<file path="src/rtl/lidar_result_packer.sv">
// lidar_result_packer
// Packs per-point ground/obstacle flags into fixed-width words, buffers the
// words in a show-ahead FIFO drained over valid/ready, and publishes per-scan
// ground/obstacle/longest-obstacle-run statistics when a scan closes.
module lidar_result_packer #(
   parameter int PACK_WIDTH = 16,
   parameter int FIFO_DEPTH = 8,
   parameter int CNT_WIDTH  = 16,
   parameter int LEN_WIDTH  = $clog2(PACK_WIDTH + 1)
) (
   input  logic                  clk,
   input  logic                  rst,
   input  logic                  result_valid,
   input  logic                  segmentation_result,
   input  logic                  scan_last,
   output logic [PACK_WIDTH-1:0] out_word,
   output logic [LEN_WIDTH-1:0]  out_len,
   output logic                  out_last,
   output logic                  out_valid,
   input  logic                  out_ready,
   output logic [CNT_WIDTH-1:0]  ground_count,
   output logic [CNT_WIDTH-1:0]  obstacle_count,
   output logic [CNT_WIDTH-1:0]  max_obstacle_run,
   output logic                  summary_valid,
   output logic                  overflow
);

   localparam int PTR_W = $clog2(FIFO_DEPTH);

   localparam logic [0:0] S_IDLE  = 1'b0;
   localparam logic [0:0] S_ACCUM = 1'b1;

   localparam logic [CNT_WIDTH-1:0] CNT_MAX  = '1;
   localparam logic [LEN_WIDTH-1:0] LAST_IDX = LEN_WIDTH'(PACK_WIDTH - 1);
   localparam logic [PTR_W:0]       FULL_LVL = (PTR_W + 1)'(FIFO_DEPTH);

   function automatic logic [CNT_WIDTH-1:0] sat_inc(input logic [CNT_WIDTH-1:0] v);
      return (v == CNT_MAX) ? v : v + CNT_WIDTH'(1);
   endfunction

   // ------------------------------------------------------------------
   // Word assembler
   // ------------------------------------------------------------------
   logic [PACK_WIDTH-1:0] asm_word;
   logic [PACK_WIDTH-1:0] asm_merged;
   logic [LEN_WIDTH-1:0]  bit_cnt;
   logic [LEN_WIDTH-1:0]  close_len;
   logic                  word_close;

   // Merge the incoming flag at the current bit position and decide whether the word closes.
   always_comb begin
      asm_merged = asm_word | (PACK_WIDTH'(segmentation_result) << bit_cnt);
      close_len  = bit_cnt + LEN_WIDTH'(1);
      word_close = result_valid && ((bit_cnt == LAST_IDX) || scan_last);
   end

   // Accumulate flags; clear the assembler once its word has been handed to the FIFO.
   always_ff @(posedge clk or posedge rst) begin
      if (rst) begin
         asm_word <= '0;
         bit_cnt  <= '0;
      end else if (result_valid) begin
         if (word_close) begin
            asm_word <= '0;
            bit_cnt  <= '0;
         end else begin
            asm_word <= asm_merged;
            bit_cnt  <= bit_cnt + LEN_WIDTH'(1);
         end
      end
   end

   // ------------------------------------------------------------------
   // Word FIFO (show-ahead head)
   // ------------------------------------------------------------------
   logic [PACK_WIDTH-1:0] mem_word [FIFO_DEPTH];
   logic [LEN_WIDTH-1:0]  mem_len  [FIFO_DEPTH];
   logic                  mem_last [FIFO_DEPTH];
   logic [PTR_W-1:0]      wr_ptr;
   logic [PTR_W-1:0]      rd_ptr;
   logic [PTR_W:0]        fill;
   logic                  full;
   logic                  pop;
   logic                  push;

   // A full FIFO still takes a push when the head leaves on the same edge;
   // the write slot then equals the slot being vacated.
   always_comb begin
      full      = (fill == FULL_LVL);
      out_valid = (fill != '0);
      pop       = out_valid && out_ready;
      push      = word_close && (!full || pop);
      out_word  = out_valid ? mem_word[rd_ptr] : '0;
      out_len   = out_valid ? mem_len[rd_ptr]  : '0;
      out_last  = out_valid ? mem_last[rd_ptr] : 1'b0;
   end

   // Storage array: written on every accepted push, contents only visible through the head.
   always_ff @(posedge clk) begin
      if (push) begin
         mem_word[wr_ptr] <= asm_merged;
         mem_len[wr_ptr]  <= close_len;
         mem_last[wr_ptr] <= scan_last;
      end
   end

   // Pointer and occupancy bookkeeping.
   always_ff @(posedge clk or posedge rst) begin
      if (rst) begin
         wr_ptr <= '0;
         rd_ptr <= '0;
         fill   <= '0;
      end else begin
         if (push) wr_ptr <= wr_ptr + PTR_W'(1);
         if (pop)  rd_ptr <= rd_ptr + PTR_W'(1);
         case ({push, pop})
            2'b10:   fill <= fill + (PTR_W + 1)'(1);
            2'b01:   fill <= fill - (PTR_W + 1)'(1);
            default: fill <= fill;
         endcase
      end
   end

   // Sticky drop indicator.
   always_ff @(posedge clk or posedge rst) begin
      if (rst)
         overflow <= 1'b0;
      else if (word_close && full && !pop)
         overflow <= 1'b1;
   end

   // ------------------------------------------------------------------
   // Scan statistics
   // ------------------------------------------------------------------
   logic [CNT_WIDTH-1:0] ground_w,  ground_nx;
   logic [CNT_WIDTH-1:0] obst_w,    obst_nx;
   logic [CNT_WIDTH-1:0] run_w,     run_nx;
   logic [CNT_WIDTH-1:0] max_w,     max_nx;

   // Working counters as they stand once the current point is included.
   always_comb begin
      ground_nx = segmentation_result ? sat_inc(ground_w) : ground_w;
      obst_nx   = segmentation_result ? obst_w : sat_inc(obst_w);
      run_nx    = segmentation_result ? '0 : sat_inc(run_w);
      max_nx    = (run_nx > max_w) ? run_nx : max_w;
   end

   // Working counters advance per accepted point and restart after the scan's last point.
   always_ff @(posedge clk or posedge rst) begin
      if (rst) begin
         ground_w <= '0;
         obst_w   <= '0;
         run_w    <= '0;
         max_w    <= '0;
      end else if (result_valid) begin
         if (scan_last) begin
            ground_w <= '0;
            obst_w   <= '0;
            run_w    <= '0;
            max_w    <= '0;
         end else begin
            ground_w <= ground_nx;
            obst_w   <= obst_nx;
            run_w    <= run_nx;
            max_w    <= max_nx;
         end
      end
   end

   // Publish the completed scan's totals and pulse summary_valid for one cycle.
   always_ff @(posedge clk or posedge rst) begin
      if (rst) begin
         ground_count     <= '0;
         obstacle_count   <= '0;
         max_obstacle_run <= '0;
         summary_valid    <= 1'b0;
      end else begin
         summary_valid <= result_valid && scan_last;
         if (result_valid && scan_last) begin
            ground_count     <= ground_nx;
            obstacle_count   <= obst_nx;
            max_obstacle_run <= max_nx;
         end
      end
   end

   // ------------------------------------------------------------------
   // Scan control state (informational)
   // ------------------------------------------------------------------
   logic [0:0] state;
   logic [0:0] state_nx;

   // IDLE until a point arrives, back to IDLE when the scan's last point is taken.
   always_comb begin
      state_nx = state;
      case (state)
         S_IDLE:  if (result_valid && !scan_last) state_nx = S_ACCUM;
         S_ACCUM: if (result_valid && scan_last)  state_nx = S_IDLE;
         default: state_nx = S_IDLE;
      endcase
   end

   // State register.
   always_ff @(posedge clk or posedge rst) begin
      if (rst)
         state <= S_IDLE;
      else
         state <= state_nx;
   end

endmodule

</file>
<file path="config.mk">
export PLATFORM = sky130hd
export DESIGN_NAME = lidar_result_packer
export DESIGN_NICKNAME = d
export VERILOG_FILES = /design/src/rtl/lidar_result_packer.sv
export SDC_FILE = /design/constraint.sdc
export NUM_CORES = 1
export LEC_CHECK = 0
export ABC_AREA = 1
export BUFFER_PORTS_ARGS = -buffer_cell sky130_fd_sc_hd__buf_2
export CAP_MARGIN = 10
export CORE_UTILIZATION = 30
export DETAILED_ROUTE_END_ITERATION = 16
export PLACE_DENSITY = 0.43
export SYNTH_ARGS = -nofsm -noshare
export SYNTH_HDL_FRONTEND = slang
export SYNTH_SLANG_ARGS = --single-unit
export TNS_END_PERCENT = 20
</file>
<file path="constraint.sdc">
create_clock -name clk -period 5.7 [get_ports clk]
set_clock_uncertainty 0.1 [all_clocks]
set_input_delay 0.57 -clock clk [delete_from_list [all_inputs] [get_ports clk]]
set_output_delay 0.57 -clock clk [all_outputs]
set_load 0.005 [all_outputs]
</file>
==> results of run 1 <==
[worst min-delay path by stage]
| stage | from | end | slack, ps |
|---|---|---|---|
| after CTS | rst | max_w[11] | 200 |
| after global placement | max_obstacle_run[13] | max_obstacle_run[13] | 360 |
| final | rst | max_w[13] | 100 |
| after detailed placement | obstacle_count[13] | obstacle_count[13] | 360 |
| after global routing | rst | max_w[14] | 240 |
| after floorplan | max_w[10] | max_w[10] | 350 |
[final cells by class]
| type | instances | area [um^2] | area share |
|---|---|---|---|
| Sequential cell | 321 | 8915 | 0.5295 |
| Multi-Input combinational cell | 911 | 4786 | 0.2842 |
| Clock buffer | 51 | 1082 | 0.06428 |
| Tap cell | 615 | 769.5 | 0.04570 |
| Timing Repair Buffer | 100 | 555.5 | 0.03299 |
| Inverter | 129 | 489.2 | 0.02906 |
| Clock inverter | 20 | 240.2 | 0.01427 |
[critical path: stages (launching register included)]
cell and delay, ps:
dfrtp_1 410, inv_1 100, nor2_4 150, nand3b_2 130
nor3_1 270, nand3_1 190, o21ai_0 180, nand3_1 80
nand2_1 100, inv_1 60, ha_1 280, nand2_1 70
nor2_1 260, nand3_1 240, nor2_8 190, nand4_4 260
nand2_4 430, nand2_1 130, nand3_1 100, nand2_1 70
[per-stage QoR]
stage,setup slack (ps),hold WS (ps)
final,1752,102.6
after global routing,1391,240.5
after CTS,1728,195.9
after detailed placement,1752,360.9
after global placement,1841,360.0
after floorplan,1135,349.1
[power by group]
| group | internal [uW] | leakage, uW | switching [uW] |
|---|---|---|---|
| Combinational | 805 | 0.00251 | 1730 |
| Clock | 1570 | 0.000648 | 1000 |
| Sequential | 2700 | 0.00360 | 107 |
| Total | 5070 | 0.00675 | 2830 |
[synthesized netlist by cell type, types with 2 or more instances]
cell type / number
nor4_1: 4
inv_2: 2
a211oi_1: 2
nand3_2: 6
edfxtp_1: 176
inv_1: 121
clkbuf_1: 58
dfrtp_1: 145
nor3_1: 17
or2_2: 3
buf_2: 3
nor2_4: 4
ha_1: 24
nand2_2: 10
nand3_1: 75
nand2_4: 12
xor2_1: 37
o21ai_0: 188
nand2_1: 215
nor2_2: 2
a21oi_2: 2
nor2_1: 182
a21oi_1: 30
clkinv_1: 6
nand4_1: 3
a31oi_1: 22
buf_4: 2
o22ai_1: 59
[kinds of logic (layout without fill, tap and decap cells)]
family                   count (synthesis)  in the layout  share of synthesized area
AND/OR/NAND/NOR                        540            540                     0.1682
buffers and inverters                  194            300                    0.05236
AO/OA/AOI/OAI                          308            308                     0.1166
XOR/XNOR                                38             38                    0.02306
flip-flops                             321            321                     0.6176
adder cells (fa/ha/maj)                 25             25                    0.02219
[metal layers]
layer,wire length (um),global-route usage
met3,1275,0.02616
met5,0,0
met1,17670,0.2059
met4,693,0.04444
met2,17900,0.2593
[sequential cells by signal, indices dropped and copies added, names as in the netlist, 4 cells and up]
register / count
obst_w: 16
ground_w: 16
obstacle_count: 16
mem_last: 8
run_w: 16
max_obstacle_run: 16
bit_cnt: 5
max_w: 16
fill: 4
mem_word: 128
asm_word: 16
mem_len: 40
ground_count: 16
==> impl_metrics.py, run 1 <==
metrics = {
    "place": {
        "numPortBuffers": 78,
        "hpwl_um": 22320,
        "placed_cell_area_um2": 15510,
        "gp_congestion": 0.7736,
        "dp_cells": 2075,
    },
    "worst_hold_path": {
        "worstHoldPathType": "in -> async",
    },
    "setup_path": {
        "reg2reg_slack_ps": 1750,
        "endpoint": "max_obstacle_run[14]",
        "rr_worst_depth": 19,
        "critPathMaxFanout": 16,
        "critPathKind": "reg -> reg",
        "regToRegStartpoint": "run_w[0]",
        "end_kind": "flip-flop",
        "crit_start": "run_w[0]",
        "cp.required_ps": 6030,
        "r2r_end": "max_obstacle_run[14]",
        "arrival_ps": 4280,
        "worstSetupStartpointType": "flip-flop",
    },
    "logic_synthesis": {
        "synth_edf_count": 176,
        "yosysSeqAreaShare": 0.6176,
        "synthCells": 1426,
        "synth_flop_cell": "edfxtp_1",
        "synth.avg_cell_area_um2": 10.12,
        "synth_area_leaders": "edfxtp_1 37%, dfrtp_1 25%, o21ai_0 6.5%",
        "synth_seq_cells": 321,
        "yosysTopAreaCellShare": 0.3662,
        "yosysWarnings": 0,
        "synth.distinct_cells": 44,
        "synth_area_leader_cell": "edfxtp_1",
        "syn_area_um2": 14430,
        "synth_nets": 1457,
        "async_flop_share": 0.4517,
    },
    "outcome": {
        "outcome": "complete, no violations",
    },
    "floorplan": {
        "die_height_um": 221.3,
        "io_pins": 79,
        "start_util": 0.3036,
        "die_area_um2": 48990,
        "row_count": 80,
        "die_w_um": 221.3,
        "coreArea_um2": 47550,
    },
    "clock_tree": {
        "clk_latency_ps": 550,
        "cts_max_path_buffers": 3,
        "post_cts_resized": 0,
        "clk_pin_slew_ps": 60,
        "cts_max_level": 2,
        "cts_num_sinks": 321,
        "root_buffer": "clkbuf_16",
        "hold_buffers": 0,
        "cts_tree": "built",
        "numCtsBuffers": 40,
        "postCtsSetupBuffers": 0,
    },
    "route": {
        "viasPerCell": 4.713,
        "vias": 10120,
        "wl_per_cell_um": 17.48,
        "drtIter0Drc": 599,
        "drcViolationCount": 0,
        "wl_um": 37530,
        "ant_nets": 0,
        "firstDrtPassIters": 7,
    },
    "global_route": {
        "grt_pass1_vias": 10260,
        "overflow": 0,
        "grt_start_max_net_pins": 105,
        "grt_pass1_wl_um": 59490,
        "track_usage": 0.1550,
        "antenna_found_initial": 0,
    },
    "finish": {
        "final_cell_mix": "214 x nand2_1, 188 x o21ai_0, 176 x edfxtp_1",
        "syn_to_final_growth_pct": 16.66,
        "final_common_cell": "nand2_1",
        "fin_util": 0.3541,
        "fin_cells": 2147,
        "final_area_um2": 16840,
        "layout-drive-gt1-share": 0.1436,
        "nets": 1534,
        "antenna_cells": 0,
        "nFillCells": 4772,
    },
    "power_and_ir_drop": {
        "ir_drop_uv": 329.8,
        "power.total_uw": 7905,
        "p_leak_uw": 0.006752,
        "cellPowerDensity_nw_per_um2": 469.5,
    },
    "timing": {
        "hold_viol": 0,
        "max_freq_mhz": 253.3,
        "slew_headroom": 0.1964,
        "setup_viol": 0,
        "setup_tns_ps": 0,
        "finalCritPeriodShare": 0.6927,
        "final_max_slew_viol_count": 0,
        "period_minus_slack_ps": 3948,
        "rsz0062_at_grt": "no",
        "tightestPinTransition_ps": 1193,
    },
    "run": {
        "maxCapViolCount": 0,
    },
}
Power figures use the tool's default switching activity.
==> inputs of run 2 (changes only) <==
--- a/config.mk
+++ b/config.mk
@@ -5,12 +5,12 @@
 export SDC_FILE = /design/constraint.sdc
 export NUM_CORES = 1
 export LEC_CHECK = 0
-export ABC_AREA = 1
+export ABC_AREA = 0
 export BUFFER_PORTS_ARGS = -buffer_cell sky130_fd_sc_hd__buf_2
 export CAP_MARGIN = 10
 export CORE_UTILIZATION = 30
 export DETAILED_ROUTE_END_ITERATION = 16
-export PLACE_DENSITY = 0.43
+export PLACE_DENSITY = 0.45
 export SYNTH_ARGS = -nofsm -noshare
 export SYNTH_HDL_FRONTEND = slang
 export SYNTH_SLANG_ARGS = --single-unit
==> constraint.sdc (replaced) <==
create_clock -name clk -period 3.6 [get_ports clk]
set_clock_uncertainty 0.1 [all_clocks]
set_input_delay 0.36 -clock clk [delete_from_list [all_inputs] [get_ports clk]]
set_output_delay 0.36 -clock clk [all_outputs]
set_load 0.005 [all_outputs]
==> run 2 against run 1 <==
  * The run now ends with negative setup slack left
  * Worst hold slack worse by 43 ps
  * Core utilization rose by 2.2 points
  * Highest routed layer unchanged
  * Combinational power decreased by 7%
  * Register-to-register slack got worse by 2000 ps
  * Maximum frequency rose by 2.7%
  * Critical endpoint is now max_obstacle_run[10]
  * Sequential share of layout area fell by 3.6 points
  * Count of clock-buffer cells in the layout is 3 lower
==> impl_metrics.py, run 2 <==
metrics = {
    "setup_path": {
        "critPathKind": "reg -> reg",
        "worstPathCellList": "ha_4 -> nand3_4 -> or4_4 -> nand3_2 -> xor2_1 -> nor2_1 -> ha_1 -> nand4_1 -> nor2_2 -> nand2_1 -> a211o_1 -> or4_4 -> and3_1 -> o41a_1",
        "end_kind": "flip-flop",
        "critPathMaxFanout": 7,
        "worstSetupStartpointType": "flip-flop",
        "cp.required_ps": 3900,
        "path_delay_family": "simple AND/OR/NAND/NOR gates",
        "cpPeakStageDelay_ps": 520,
        "arrival_ps": 4140,
        "critPathSlowestCell": "or4_4",
        "cp.buffers_inverters": 0,
        "crit_top_cell": "or4_4",
    },
    "logic_synthesis": {
        "synthCells": 1159,
        "synth_area_leaders": "edfxtp_1 36%, dfrtp_1 25%, mux4_2 6.7%",
        "yosysSeqAreaShare": 0.6060,
        "yosys-top-cells-count": "176 x edfxtp_1, 145 x dfrtp_1, 100 x nand2_1",
        "async_flop_share": 0.4517,
        "syn_area_um2": 14710,
        "synth_nets": 1190,
        "yosysWarnings": 0,
        "synth_seq_cells": 321,
        "synth_edf_count": 176,
        "synth_flop_cell": "edfxtp_1",
        "synth.distinct_cells": 64,
        "yosysTopAreaCellShare": 0.3593,
        "synth.avg_cell_area_um2": 12.69,
        "synth_area_leader_cell": "edfxtp_1",
        "yosysMostFrequentCell": "edfxtp_1",
    },
    "route": {
        "wl_met1_um": 17610,
        "top_layer_used": "met4",
        "vias": 10000,
        "wl_per_cell_um": 19.51,
        "ant_nets": 0,
        "firstDrtPassIters": 5,
        "wl_um": 38480,
        "drtIter0Drc": 521,
        "met3WireLength_um": 1457,
        "drcViolationCount": 0,
        "viasPerCell": 5.072,
        "met2_length_um": 18750,
    },
    "finish": {
        "nFillCells": 4693,
        "antenna_cells": 0,
        "fin_cells": 1972,
        "multi_input_comb_area_um2": 5687,
        "reg_top3": "mem_word: 128 flops, mem_len: 40 flops",
        "final-seq-area_um2": 8916,
        "layout-drive-gt1-share": 0.2601,
        "syn_to_final_growth_pct": 22.93,
        "nets": 1359,
        "largest_reg_flops": 128,
        "final_cell_mix": "176 x edfxtp_1, 143 x dfrtp_1, 103 x buf_4",
        "max_flop_register": "mem_word",
        "final_common_cell": "edfxtp_1",
    },
    "global_route": {
        "overflow": 0,
        "grt_start_max_net_pins": 81,
        "track_usage": 0.1568,
        "grt_pass1_wl_um": 60790,
        "grt_pass1_vias": 10290,
        "antenna_found_initial": 0,
    },
    "clock_tree": {
        "cts_tree": "built",
        "root_buffer": "clkbuf_16",
        "cts_max_path_buffers": 3,
        "numCtsBuffers": 37,
        "cts_max_level": 2,
        "cts_num_sinks": 321,
        "clk_latency_ps": 550,
        "clk_pin_slew_ps": 60,
    },
    "worst_hold_path": {
        "worstHoldPathType": "in -> reg",
    },
    "timing": {
        "period_minus_slack_ps": 3846,
        "finalCritPeriodShare": 1.068,
        "setup_ws_ps": -246.0,
        "slew_headroom": 0.3299,
        "setup_tns_ps": -5693,
        "rsz0062_at_grt": "yes",
        "final_max_slew_viol_count": 0,
        "hold_viol": 0,
        "tightestPinTransition_ps": 995.9,
        "max_freq_mhz": 260.0,
        "setup_viol": 31,
    },
    "floorplan": {
        "io_pins": 79,
        "die_height_um": 223.4,
        "row_count": 80,
        "coreArea_um2": 48050,
        "die_w_um": 223.4,
        "start_util": 0.3061,
        "die_area_um2": 49920,
    },
    "place": {
        "dp_slack_ps": -359.5,
        "hpwl_um": 24470,
        "numPortBuffers": 78,
        "dp_cells": 1893,
        "gp_congestion": 0.8114,
    },
    "power_and_ir_drop": {
        "ir_drop_uv": 280.8,
        "cellPowerDensity_nw_per_um2": 573.2,
        "power.total_uw": 10360,
        "p_leak_uw": 0.007248,
    },
    "outcome": {
        "outcome": "finished, violations left",
        "violations": "negative setup slack",
    },
    "run": {
        "maxCapViolCount": 0,
    },
}
## run 2: cells by family after synthesis
group                      synth area share
buffers and inverters               0.02773
DFF                                  0.6060
and+or+nand+nor                      0.1083
AOI/OAI and AO/OA                    0.1182
muxes                               0.09239
adders and majority gates           0.02178
xor gates and xnor gates            0.02561
## run 2: final cells by class
type	instances	share of cell area
Sequential cell	321	0.4931
Clock inverter	20	0.01059
Tap cell	615	0.04256
Multi-Input combinational cell	732	0.3145
Inverter	41	0.008719
Timing Repair Buffer	195	0.07591
Clock buffer	48	0.05460
## run 2: worst min-delay path, stage by stage
cell      delay (ps)
buf_2            120
o21ai_0          100
o21bai_1          70
## run 2: final timing paths
path	startpoint	end	slack, ps	cells past startpoint
worst min register to register	ground_count[7]	ground_count[7]	370	2
worst min-delay path	result_valid	overflow	60	3
worst max register to register	run_w[0]	max_obstacle_run[10]	-250	14
min in group asynchronous	rst	ground_w[5]	410	3
max in group asynchronous	rst	obst_w[2]	2190	4
worst max-delay path	run_w[0]	max_obstacle_run[10]	-250	14
## run 2: metal layers
layer / global-route usage / up-vias
met1: 0.2099 / 5061
met4: 0.03889 / 0
li1: - / 4726
met3: 0.02357 / 41
met5: 0 / -
met2: 0.2654 / 173
## run 2: what timing repair did
action,CTS,global route
hold buffers,1,0
gates resized for setup,33,21
cloned,1,0
endpoints found under the hold margin,26,0
buffers inserted,7,2
pin swaps,23,14
endpoints found under the setup margin,32,32
## run 2: metrics by stage
step	hold WS, ps	area [um^2]	utilization
4_1_cts	44.55	17940	0.3734
3_5_place_dp	365.5	16520	0.3439
6_report	59.91	18080	0.3763
3_3_place_gp	360.3	16520	0.3439
5_1_grt	63.24	18080	0.3763
2_1_floorplan	357.4	14710	-
## run 2: power by group
part / switching, uW / leakage [uW] / total (uW) / internal [uW]
sequential: 211 / 0.00366 / 4360 / 4150
clock: 1540 / 0.000581 / 3650 / 2100
combinational: 1250 / 0.00301 / 2360 / 1110
==> inputs of run 3 (changes only) <==
--- a/config.mk
+++ b/config.mk
@@ -5,7 +5,7 @@
 export SDC_FILE = /design/constraint.sdc
 export NUM_CORES = 1
 export LEC_CHECK = 0
-export ABC_AREA = 0
+export ABC_AREA = 1
 export BUFFER_PORTS_ARGS = -buffer_cell sky130_fd_sc_hd__buf_2
 export CAP_MARGIN = 10
 export CORE_UTILIZATION = 30
==> run 3 against run 2 <==
  * The run now ends clean
  * Final area is 4.7% lower
  * Count of clock-buffer cells in the layout is 7 higher
  * Worst hold slack worse by 12 ps
  * Routed wire length is 3.1% lower
  * Clock power is 14% higher
  * Die area is 1.9% lower
  * Critical path type unchanged
  * Largest cell class unchanged
  * Highest routed layer unchanged
==> impl_metrics.py, run 3 (synthesis gave the netlist of run 1 again) <==
metrics = {
    "finish": {
        "fin_util": 0.3624,
        "nFillCells": 4781,
        "syn_to_final_growth_pct": 19.38,
        "final_cell_mix": "214 x nand2_1, 188 x o21ai_0, 176 x edfxtp_1",
        "max_flop_register": "mem_word",
        "largest_reg_flops": 128,
        "nets": 1558,
        "final_area_um2": 17230,
        "antenna_cells": 0,
        "reg_top3": "mem_word: 128 flops, mem_len: 40 flops",
        "layout-drive-gt1-share": 0.1593,
        "final_common_cell": "nand2_1",
    },
    "worst_hold_path": {
        "min-delay-start": "out_ready",
        "worstHoldPathType": "in -> reg",
        "min_to": "overflow",
        "holdPathStages": 3,
    },
    "timing": {
        "setup_ws_ps": 292.8,
        "hold_viol": 0,
        "period_minus_slack_ps": 3307,
        "tightestPinTransition_ps": 1080,
        "slew_headroom": 0.2721,
        "finalCritPeriodShare": 0.9187,
        "final_max_slew_viol_count": 0,
        "setup_viol": 0,
        "max_freq_mhz": 302.4,
    },
    "route": {
        "wl_um": 37280,
        "drcViolationCount": 0,
        "ant_nets": 0,
        "viasPerCell": 4.733,
        "wl_per_cell_um": 17.16,
        "firstDrtPassIters": 5,
        "vias": 10280,
        "drtIter0Drc": 546,
    },
    "power_and_ir_drop": {
        "power_frac_seq": 0.346,
        "power.total_uw": 12960,
        "swShare": 0.3498,
        "p_switching_uw": 4532,
        "pwr-share-comb": 0.333,
        "clock_power_share": 0.322,
        "cellPowerDensity_nw_per_um2": 752.0,
        "ir_drop_uv": 412.4,
        "p_int_uw": 8424,
        "p_leak_uw": 0.006931,
    },
    "setup_path": {
        "cp.buffers_inverters": 2,
        "rr_worst_depth": 21,
        "cpPeakStageDelay_ps": 400,
        "critPathMaxFanout": 17,
        "worstSetupStartpointType": "flip-flop",
        "arrival_ps": 3630,
        "cp.required_ps": 3930,
        "critPathSlowestCell": "dfrtp_1",
        "path_delay_family": "simple AND/OR/NAND/NOR gates",
        "critPathKind": "reg -> reg",
        "regToRegStartpoint": "run_w[0]",
        "reg2reg_slack_ps": 290,
        "worstPathCellList": "ha_1 -> nand3_2 -> nor2_4 -> nand3_2 -> inv_1 -> nor2_1 -> nand3_1 -> nor3_2 -> nor3_2 -> ha_1 -> nand2_1 -> nor2_1 -> a211oi_1 -> nand2_2 -> nand2_4 -> nand2_8 -> nand2_8 -> buf_12 -> nand2_4 -> nand3_1 -> nand2_1",
        "r2r_end": "max_obstacle_run[4]",
        "end_kind": "flip-flop",
    },
    "clock_tree": {
        "root_buffer": "clkbuf_16",
        "clk_latency_ps": 560,
        "cts_max_path_buffers": 3,
        "cts_num_sinks": 321,
        "cts_tree": "built",
        "numCtsBuffers": 40,
        "clk_pin_slew_ps": 60,
        "cts_max_level": 2,
    },
    "floorplan": {
        "row_count": 80,
        "die_height_um": 221.3,
        "die_w_um": 221.3,
        "io_pins": 79,
        "coreArea_um2": 47550,
        "start_util": 0.3036,
        "die_area_um2": 48990,
    },
    "place": {
        "gp_congestion": 0.7987,
        "numPortBuffers": 78,
        "dp_slack_ps": 47.05,
        "hpwl_um": 22460,
        "placed_cell_area_um2": 15760,
    },
    "global_route": {
        "grt_pass1_vias": 10300,
        "overflow": 0,
        "grt_pass1_wl_um": 59340,
        "antenna_found_initial": 0,
        "track_usage": 0.1548,
        "grt_start_max_net_pins": 80,
    },
    "run": {
        "maxCapViolCount": 0,
    },
    "outcome": {
        "outcome": "complete, no violations",
    },
}
run 3: changes by cell type in the layout (fill, tap and decap cells not counted), sizes merged, moves of 44 or more:
cell,before,now
buf,194,123
inv,39,123
mux4,44,0
nand2,100,238
nor2,78,189
o21ai,75,190
o22ai,5,59
run 3: timing repair:
action / 4_1_cts / 5_1_grt
gates resized for setup: 0 / 9
setup buffers: 0 / 4
endpoints found under the hold margin: 22 / 0
hold buffers: 1 / 0
setup endpoints to repair: 0 / 32
run 3: power groups by stage:
| stage | combinational, uW | clock (uW) | sequential (uW) |
|---|---|---|---|
| after global placement | 4120 | 0 | 4550 |
| after detailed placement | 4170 | 0 | 4550 |
| after global routing | 4860 | 4430 | 4530 |
| after floorplan | 2860 | 0 | 4480 |
| final | 4310 | 4170 | 4480 |
| after CTS | 4170 | 4300 | 4480 |
run 3: how the worst max path moves through the flow:
stage               startpoint              endpoint  cells past startpoint
floorplan           bit_cnt[1]           mem_last[0]                     11
global placement      run_w[0]  max_obstacle_run[11]                     19
detailed placement    run_w[0]  max_obstacle_run[11]                     19
CTS                   run_w[0]  max_obstacle_run[12]                     20
global route          run_w[0]   max_obstacle_run[6]                     21
finish                run_w[0]   max_obstacle_run[4]                     21
run 3: final cells by class:
type	instances	area [um^2]	share of cell area
multi-input cells	911	4832	0.2805
clock buffers	55	1117	0.06485
clock inverters	17	244.0	0.01416
well taps	615	769.5	0.04466
repair buffers	124	863.3	0.05011
flip-flops and latches	321	8915	0.5174
inverters	129	488.0	0.02832
run 3: stage by stage:
step / instances / hold WS (ps) / setup TNS, ps
after CTS: 2168 / 22.14 / 0
after global routing: 2172 / 44.70 / -7.946
final: 2172 / 48.32 / 0
after global placement: 2095 / 336.7 / 0
after floorplan: 1426 / 349.1 / 0
after detailed placement: 2095 / 339.9 / 0
run 3: metal layers:
| metal | wire, um | GRT usage | up-vias |
|---|---|---|---|
| met5 | 0 | 0 | - |
| met1 | 17250 | 0.2090 | 4960 |
| li1 | - | - | 5068 |
| met4 | 799 | 0.04827 | 0 |
| met2 | 17780 | 0.2549 | 199 |
| met3 | 1452 | 0.02403 | 53 |
run 3: worst register-to-register path, cell delays in order, from the launching register on:
cell and delay [ps]:
dfrtp_1 400, ha_1 230, nand3_2 140, nor2_4 170, nand3_2 140, inv_1 140
nor2_1 70, nand3_1 110, nor3_2 60, nor3_2 180, ha_1 280, nand2_1 70
nor2_1 40, a211oi_1 230, nand2_2 110, nand2_4 100, nand2_8 110, nand2_8 160
buf_12 150, nand2_4 50, nand3_1 60, nand2_1 70
